$ cat config.mk
export PLATFORM = sky130hd
export DESIGN_NAME = calc_port_responder
export DESIGN_NICKNAME = d
export VERILOG_FILES = /design/src/rtl/calc_pkg.sv /design/src/rtl/calc_req_fifo.sv /design/src/rtl/calc_port_responder.sv
export SDC_FILE = /design/constraint.sdc
export NUM_CORES = 1
export LEC_CHECK = 0
export ABC_AREA = 1
export CORE_ASPECT_RATIO = 1.75
export CORE_MARGIN = 3
export CORE_UTILIZATION = 65
export CTS_CLUSTER_SIZE = 20
export DETAILED_ROUTE_END_ITERATION = 7
export MAX_ROUTING_LAYER = met4
export PLACE_DENSITY = 0.89
export SKIP_CTS_REPAIR_TIMING = 1
export SYNTH_ARGS = -nofsm -noshare
export SYNTH_HDL_FRONTEND = slang
export SYNTH_SLANG_ARGS = --single-unit
$ cat constraint.sdc
create_clock -name c_clk -period 9.4 [get_ports c_clk]
set_input_delay 0.94 -clock c_clk [delete_from_list [all_inputs] [get_ports c_clk]]
set_output_delay 0.94 -clock c_clk [all_outputs]
set_load 0.03 [all_outputs]
$ cat src/rtl/calc_pkg.sv
// Shared types and the arithmetic for the calculator port responder.
// When CALC_SHIFT_EN is defined, cmds 5 and 6 execute as shifts. Otherwise they return INVALID.
package calc_pkg;

  localparam int CALC_DATA_W = 32;

  typedef enum logic [3:0] {
    NOP = 4'd0,
    ADD = 4'd1,
    SUB = 4'd2,
    SHL = 4'd5,
    SHR = 4'd6
  } cmd_e;

  typedef enum logic [1:0] {
    NONE    = 2'd0,
    OK      = 2'd1,
    OVF     = 2'd2,
    INVALID = 2'd3
  } resp_e;

  typedef struct packed {
    logic [3:0]             cmd;
    logic [CALC_DATA_W-1:0] op1;
    logic [CALC_DATA_W-1:0] op2;
  } calc_req_t;

  typedef struct packed {
    resp_e                  resp;
    logic [CALC_DATA_W-1:0] data;
  } calc_rsp_t;

  typedef enum logic {CAP_IDLE, CAP_OP2} cap_state_e;
  typedef enum logic {EX_IDLE, EX_BUSY} ex_state_e;

  function automatic calc_rsp_t calc_exec(input calc_req_t req);
    calc_rsp_t            rsp;
    logic [CALC_DATA_W:0] sum;
    rsp.resp = INVALID;
    rsp.data = '0;
    sum      = {1'b0, req.op1} + {1'b0, req.op2};
    case (cmd_e'(req.cmd))
      ADD: begin
        if (sum[CALC_DATA_W]) rsp.resp = OVF;
        else begin
          rsp.resp = OK;
          rsp.data = sum[CALC_DATA_W-1:0];
        end
      end
      SUB: begin
        if (req.op1 < req.op2) rsp.resp = OVF;
        else begin
          rsp.resp = OK;
          rsp.data = req.op1 - req.op2;
        end
      end
`ifdef CALC_SHIFT_EN
      SHL: begin
        rsp.resp = OK;
        rsp.data = req.op1 << req.op2[4:0];
      end
      SHR: begin
        rsp.resp = OK;
        rsp.data = req.op1 >> req.op2[4:0];
      end
`endif
      default: ;
    endcase
    return rsp;
  endfunction

endpackage

$ cat src/rtl/calc_req_fifo.sv
// Request FIFO for the calculator responder. Its pointers are one bit wider than the index, so full and empty can be told apart.
// A push while full is accepted only if a pop happens on the same edge.
module calc_req_fifo
  import calc_pkg::*;
#(
  parameter int DEPTH = 4
) (
  input  logic      clk,
  input  logic      rst_n,
  input  logic      push,
  input  logic      pop,
  input  calc_req_t wr_data,
  output calc_req_t rd_data,
  output logic      full,
  output logic      empty
);

  localparam int AW = $clog2(DEPTH);

  calc_req_t   mem_q [DEPTH];
  logic [AW:0] wr_ptr_q, wr_ptr_d;
  logic [AW:0] rd_ptr_q, rd_ptr_d;
  logic        do_push, do_pop;

  assign empty   = (wr_ptr_q == rd_ptr_q);
  assign full    = (wr_ptr_q[AW-1:0] == rd_ptr_q[AW-1:0]) && (wr_ptr_q[AW] != rd_ptr_q[AW]);
  assign do_pop  = pop && !empty;
  assign do_push = push && (!full || do_pop);
  assign rd_data = mem_q[rd_ptr_q[AW-1:0]];

  always_comb begin
    wr_ptr_d = wr_ptr_q;
    rd_ptr_d = rd_ptr_q;
    if (do_push) wr_ptr_d = wr_ptr_q + 1'b1;
    if (do_pop)  rd_ptr_d = rd_ptr_q + 1'b1;
  end

  always_ff @(posedge clk or negedge rst_n) begin
    if (!rst_n) begin
      wr_ptr_q <= '0;
      rd_ptr_q <= '0;
    end else begin
      wr_ptr_q <= wr_ptr_d;
      rd_ptr_q <= rd_ptr_d;
    end
  end

  // NOTE: storage is deliberately not reset; the pointers alone define which entries are valid.
  always_ff @(posedge clk) begin
    if (do_push) mem_q[wr_ptr_q[AW-1:0]] <= wr_data;
  end

endmodule

$ cat src/rtl/calc_port_responder.sv
// Single-channel calculator responder: two-cycle request capture, queued execution, one-cycle response pulse.
// Define CALC_SHIFT_EN to build the shift commands (5/6); without it they answer INVALID.
module calc_port_responder
  import calc_pkg::*;
#(
  parameter int LATENCY = 3,
  parameter int DEPTH   = 4
) (
  input  logic                   c_clk,
  input  logic                   reset,
  input  logic [3:0]             req_cmd_in,
  input  logic [CALC_DATA_W-1:0] req_data_in,
  output logic [1:0]             out_resp,
  output logic [CALC_DATA_W-1:0] out_data,
  output logic                   drop_err
);

  localparam logic [3:0] CNT_RELOAD = 4'(LATENCY - 1);

  cap_state_e             cap_state_q, cap_state_d;
  logic [3:0]             cmd_q, cmd_d;
  logic [CALC_DATA_W-1:0] op1_q, op1_d;
  ex_state_e              ex_state_q, ex_state_d;
  logic [3:0]             cnt_q, cnt_d;
  calc_req_t              cur_req_q, cur_req_d;
  calc_rsp_t              rsp_q, rsp_d;
  logic                   drop_err_q, drop_err_d;

  logic      push, pop, full, empty;
  calc_req_t push_req, head_req;

  assign push_req = '{cmd: cmd_q, op1: op1_q, op2: req_data_in};

  calc_req_fifo #(.DEPTH(DEPTH)) u_fifo (
    .clk     (c_clk),
    .rst_n   (reset),
    .push    (push),
    .pop     (pop),
    .wr_data (push_req),
    .rd_data (head_req),
    .full    (full),
    .empty   (empty)
  );

  // Capture: the command cycle latches cmd/op1, and the next cycle supplies op2 and pushes.
  always_comb begin
    // NOTE: every output of this block is given a default first, so no path can infer a latch.
    cap_state_d = cap_state_q;
    cmd_d       = cmd_q;
    op1_d       = op1_q;
    push        = 1'b0;
    if (cap_state_q == CAP_IDLE) begin
      if (req_cmd_in != '0) begin
        cmd_d       = req_cmd_in;
        op1_d       = req_data_in;
        cap_state_d = CAP_OP2;
      end
    end else begin
      push        = 1'b1;
      cap_state_d = CAP_IDLE;
    end
  end

  // Execute: the result registers on the edge the counter reaches zero. The next entry is popped on that same edge.
  always_comb begin
    ex_state_d = ex_state_q;
    cnt_d      = cnt_q;
    cur_req_d  = cur_req_q;
    pop        = 1'b0;
    rsp_d      = '{resp: NONE, data: '0};
    if (ex_state_q == EX_IDLE) begin
      if (!empty) begin
        pop        = 1'b1;
        cur_req_d  = head_req;
        cnt_d      = CNT_RELOAD;
        ex_state_d = EX_BUSY;
      end
    end else if (cnt_q != '0) begin
      cnt_d = cnt_q - 4'd1;
    end else begin
      rsp_d = calc_exec(cur_req_q);
      if (!empty) begin
        pop       = 1'b1;
        cur_req_d = head_req;
        cnt_d     = CNT_RELOAD;
      end else begin
        ex_state_d = EX_IDLE;
      end
    end
    drop_err_d = drop_err_q | (push & full & ~pop);
  end

  // NOTE: sequential state uses non-blocking assignments so every flop samples pre-edge values.
  always_ff @(posedge c_clk or negedge reset) begin
    if (!reset) begin
      cap_state_q <= CAP_IDLE;
      cmd_q       <= '0;
      op1_q       <= '0;
      ex_state_q  <= EX_IDLE;
      cnt_q       <= '0;
      cur_req_q   <= '0;
      rsp_q       <= '{resp: NONE, data: '0};
      drop_err_q  <= 1'b0;
    end else begin
      cap_state_q <= cap_state_d;
      cmd_q       <= cmd_d;
      op1_q       <= op1_d;
      ex_state_q  <= ex_state_d;
      cnt_q       <= cnt_d;
      cur_req_q   <= cur_req_d;
      rsp_q       <= rsp_d;
      drop_err_q  <= drop_err_d;
    end
  end

  assign out_resp = rsp_q.resp;
  assign out_data = rsp_q.data;
  assign drop_err = drop_err_q;

endmodule

== Yosys cells after proc, flatten, opt, wreduce, memory -nomap -nowiden ==
Memories as Yosys holds them, arrays and structs flattened.
Index checks and enable logic that the tools add are counted.
Storage, ports and cells
  word-level logic and storage cells: 63
  output and inout port bits: 35
  memories: 1
  RAM bits: 272
  bits in registers: 151
Cells by class
  bitwise logic cells: 5
  add/sub/neg operators: 5
  equal/unequal tests: 6
  mux-type cells: 23
  $lt $le $gt $ge: 1
  reduce and logical (&&, ||, !) cells: 9
Memories
  u_fifo.mem_q: depth 4, bits a word 68, read ports 1, clocked after Yosys merged registers in 0, write ports 1, line calc_req_fifo.sv:20  | calc_req_t mem_q [DEPTH];
Operator list (count)
  $mux W68: 3
  $mux W34: 2
  $pmux W34 S2: 1
  $mux W32: 2
  $add A32 B32 Y33: 1
  $lt A32 B32 Y1: 1
  $sub A32 B32 Y32: 1
  $mux W4: 3
  $mux W1: 10
  $reduce_bool A4 Y1: 2
  $add A3 B1 Y3 const B: 2
  $eq A4 B1 Y1 const B: 1
  $eq A4 B2 Y1 const B: 1
  $mux W2: 2
  $sub A4 B1 Y4 const B: 1
  $eq A3 B3 Y1: 1
  $logic_and A1 B1 Y1: 3
  $and A1 B1 Y1: 2
  $eq A2 B2 Y1: 1
  $logic_not A1 Y1: 2
  $ne A2 B2 Y1 const B: 1
  $not A1 Y1: 2
  $reduce_and A2 Y1: 1
  $logic_or A1 B1 Y1: 1
  2 further kinds: 2

== Longest topological paths before layout ==
  word-level depth: 9
  mapped depth: 17
  mapped depth without buffers: 16

== Modules after synthesis ==
Synthesis repeated with hierarchy kept, for this count alone.
Unflattened totals
  cell total of the unflattened synthesis: 2385
  area total of the unflattened synthesis: 21470.6 µm²
Modules (own cells, without submodules)
  calc_port_responder: cells an instance 1668, times used 1, area each 10988.0 µm²
  calc_req_fifo: cells an instance 717, times used 1, area each 10482.6 µm²

== Worst setup path before layout ==
OpenSTA, ideal clock, no wires.
  path type: reg2reg
  from: register cnt_q[0]
  to: memory u_fifo.mem_q[3][0] in the netlist's numbering (enable)
  setup slack: 4747 ps
  arrival: 4156 ps
  period minus slack after synthesis: 4653 ps
  cell stages (with the launch flop): 9
  path through: dfrtp_1 > inv_1 > ha_1 > nand3_1 > nand2_1 > nand2_1 > nand3b_1 > nand2_1 > nor2_1
On the way
  word-level cells in the longest chain between the ends: 8
RTL lines
  from (decl): line calc_port_responder.sv:24  | logic [3:0] cnt_q, cnt_d;
  from (signal assigned): line calc_port_responder.sv:109  | cnt_q <= cnt_d;
  $reduce_bool A4 Y1: line calc_port_responder.sv:78  | end else if (cnt_q != '0) begin
  $mux W1: line calc_port_responder.sv:78
  $mux W1: line calc_port_responder.sv:71  | if (ex_state_q == EX_IDLE) begin
  $logic_and A1 B1 Y1: line calc_req_fifo.sv:27  | assign do_pop = pop && !empty;
  $logic_or A1 B1 Y1: line calc_req_fifo.sv:28  | assign do_push = push && (!full || do_pop);
  $logic_and A1 B1 Y1: line calc_req_fifo.sv:28
  $mux W1: line calc_req_fifo.sv:50  | if (do_push) mem_q[wr_ptr_q[AW-1:0]] <= wr_data;
  $mux W1 (not written as such): line calc_req_fifo.sv:50
  to (decl): line calc_req_fifo.sv:20
No other way between the ends.

== Worst setup path in the final report ==
  from: register u_fifo.rd_ptr_q[0]
  to: memory u_fifo.mem_q[3][41] in the netlist's numbering (enable)
On the way
  word-level cells in the longest chain between the ends: 9
  elaborated cells on any way between the ends: 13
RTL lines
  from (decl): line calc_req_fifo.sv:22  | logic [AW:0] rd_ptr_q, rd_ptr_d;
  from (signal assigned): line calc_req_fifo.sv:44  | rd_ptr_q <= rd_ptr_d;
  $eq A3 B3 Y1: line calc_req_fifo.sv:25  | assign empty = (wr_ptr_q == rd_ptr_q);
  $mux W1: line calc_port_responder.sv:72, calc_port_responder.sv:82
  $mux W1: line calc_port_responder.sv:78
  $mux W1: line calc_port_responder.sv:71
  $logic_and A1 B1 Y1: line calc_req_fifo.sv:27
  $logic_or A1 B1 Y1 *: line calc_req_fifo.sv:28
  $logic_and A1 B1 Y1 *: line calc_req_fifo.sv:28
  $mux W1 *: line calc_req_fifo.sv:50
  $mux W1 (not written as such) *: line calc_req_fifo.sv:50
Every way passes the cells marked *; elsewhere a longest branch is shown, timed or not.

==> key figures <==
Routing
  – First DRT Iteration DRCs: 1374
  – WL final: 52.6 mm
  – Vias/cell: 5.85
  – Post-route antenna net violation count: 0
  – DRC errors left: 0
  – Vias: 16000
  – First-pass DRT Iterations: 7
  – Routed len/inst: 19.2 um

STA
  – Max-slew violations: 0
  – Final Hold Vio Count: 0
  – Setup TNS: 0 ns
  – Final min period: 4.90 ns
  – Final setup fails: 0
  – Least-Margin Pin Slew: 1.08 ns
  – Clk_skew: 0.0326 ns
  – Relative slew slack: 0.281
  – RSZ-0062 raised after global routing: no
  – Final period util: 0.521
  – Max frequency: 204 MHz

Logic synthesis
  – Post-synthesis mux area share: 0.0187
  – Netlist cell types: 36
  – EDFF count, synth: 272
  – Syn Std Cell Area: 21100 um2
  – Flops & latches, synth: 423
  – Yosys warnings: 0
  – Cells after Synth: 2291
  – Async SR Flop Fraction: 0.357
  – Syn_nets: 2403
  – Largest family of logic cells by synthesized area: simple AND/OR/NAND/NOR gates
  – Synth Area in XOR/XNOR: 0.0158
  – Share of the synthesized area in compound gates (AO/OA/AOI/OAI): 0.0784
  – Post-Synth Adder-Cell Area: 0.0446
  – Ys flop type: edfxtp_1
  – Post-Synth Simple-Gate Area: 0.199
  – Seq/Total Area, Yosys: 0.566
  – Syn Area/Cell: 9.21 um2

Floorplanning
  – Core ar.: 31700 um2
  – Die height: 244 um
  – Initial Util: 0.665
  – Std cell rows: 86
  – # IOs: 73
  – Die W: 142 um
  – Die Area: 34800 um2

Global route
  – Vias in the first global route: 16000
  – Initial antenna violation count: 0
  – First-pass GRT wire length: 82.7 mm
  – Gr usage total: 0.314
  – Total gr overflow: 0
  – Largest net degree at the start of global routing: 106

Layout
  – Nets: 2424
  – Layout cells sized above 1: 0.0654
  – Most common cell after layout, fill and taps aside: nand2_1
  – Syn-to-layout area delta: 9.63%
  – Core Util, Final: 0.729
  – Most frequent cells in the layout: 566 x nand2_1, 355 x nor2_1, 278 x inv_1

Pwr
  – VDD IR max: 273 uV
  – Total power divided by cell area: 394 nW/um2
  – Leak pwr: 0.0102 uW
  – Tot Pwr: 9110 uW

CTS
  – CTS H-Tree Depth: 2
  – Latest clock arrival within the worst-skew pair: 0.56 ns
  – Reg clk slew, reported paths: 0.06 ns
  – Max clock buf depth: 3
  – CTS sink cnt: 423
  – CTS tree: built
  – CTS Buf Count: 37
  – Root Buffer: clkbuf_16

Place
  – Global placement routability congestion: 1.00
  – Port bufs: 72
  – Post-DP HPWL: 35.7 mm

Status
  – Status: completed

Critical path
  – CP Launch Type: register
  – Worst setup path category: reg2reg
  – Crit path DAT: 5.09 ns
  – CP required: 9.60 ns
  – Crit. End Element: register
  – Crit Path Max Fanout: 105

Hold path
  – Worst min path class: in2async

Job
  – Max cap viols: 0
[area by class of cell]
cell class | count | area, um2
multi-input combinational | 1473 | 7570
clock buffer | 53 | 1050
fill | 2153 | 8610
sequential | 423 | 12000
clock inverter | 14 | 156
tap | 396 | 495
inverter | 294 | 1110
antenna | 1 | 2.50
timing repair buffer | 83 | 805
[worst max-delay path: stages (launching register included)]
cell      delay, ns
dfrtp_4        0.86
inv_4          0.43
nand2_1        0.16
a21oi_1        0.11
nand2_1        0.16
nand2_4        0.57
nand3b_1       0.37
nand2_1        0.33
nor2_4         0.89
buf_4          0.60
[cell families after synthesis]
kind of cell | count (synthesis)
DFF | 423
and+or+nand+nor | 1053
muxes | 35
xor gates and xnor gates | 38
adders and majority gates | 74
AOI/OAI and AO/OA | 273
buffers and inverters | 395
[synth_stat cells (7+ instances only)]
library cell  number  area, um2
inv_1            279       1050
buf_2             21        105
buf_4             25        188
edfxtp_1         272       8170
nand3_1           72        360
o21ai_0           85        425
clkbuf_1          44        165
dfrtp_1          151       3780
mux2_2            35        394
o32ai_1           68        596
nand2_1          567       2130
a21oi_1          106        531
buf_1              7       26.3
nor3_1             7       35.0
nor2_1           359       1350
inv_2             13       48.8
nand4_1           14       87.6
ha_1              72        901
xor2_1            32        280
nand2_2           18        113
[power breakdown]
part | internal (uW) | total, uW | switching [uW] | leakage (uW)
clock | 818 | 1480 | 667 | 0.000575
sequential | 2590 | 2920 | 335 | 0.00434
combinational | 1440 | 4700 | 3260 | 0.00524
total | 4850 | 9110 | 4260 | 0.0102
[layer usage]
metal / wire [um] / global-route usage
met1: 18900 / 0.359
met3: 2980 / 0.0352
met4: 3580 / 0.185
met5: 0 / -
met2: 27200 / 0.529
[path summary, 6_finish.rpt]
path                       cells after the start                   to  slack, ns          startpoint
setup / recovery                               9  u_fifo.mem_q[3][41]       4.50  u_fifo.rd_ptr_q[0]
hold / removal                                 1         out_data[17]       0.49               reset
setup reg to reg                               9  u_fifo.mem_q[3][41]       4.50  u_fifo.rd_ptr_q[0]
hold reg to reg                                1        cur_req_q[67]       0.52       cur_req_q[67]
max in group asynchronous                      2   u_fifo.rd_ptr_q[1]       7.43               reset
min in group c_clk                             1        cur_req_q[67]       0.52       cur_req_q[67]
[registers in the layout, summed over array words and instances, names as in the netlist]
| name | flops |
|---|---|
| cap_state_q | 1 |
| cmd_q | 4 |
| cnt_q | 4 |
| cur_req_q | 68 |
| drop_err | 1 |
| ex_state_q | 1 |
| op1_q | 32 |
| out_data | 32 |
| out_resp | 2 |
| u_fifo.mem_q | 272 |
| u_fifo.rd_ptr_q | 3 |
| u_fifo.wr_ptr_q | 3 |
[through the flow]
| step | worst slack, ns | area [um2] | hold WS, ns | instances |
|---|---|---|---|---|
| after floorplan | 4.75 | 21100 | 0.462 | 2291 |
| after global placement | 4.64 | 21900 | 0.477 | 2669 |
| final | 4.50 | 23100 | 0.485 | 2737 |
| after global routing | 4.14 | 23100 | 0.522 | 2736 |
| after detailed placement | 4.50 | 21900 | 0.501 | 2669 |
| after CTS | 4.47 | 23100 | 0.508 | 2736 |
(Power assumes the default switching activity.)
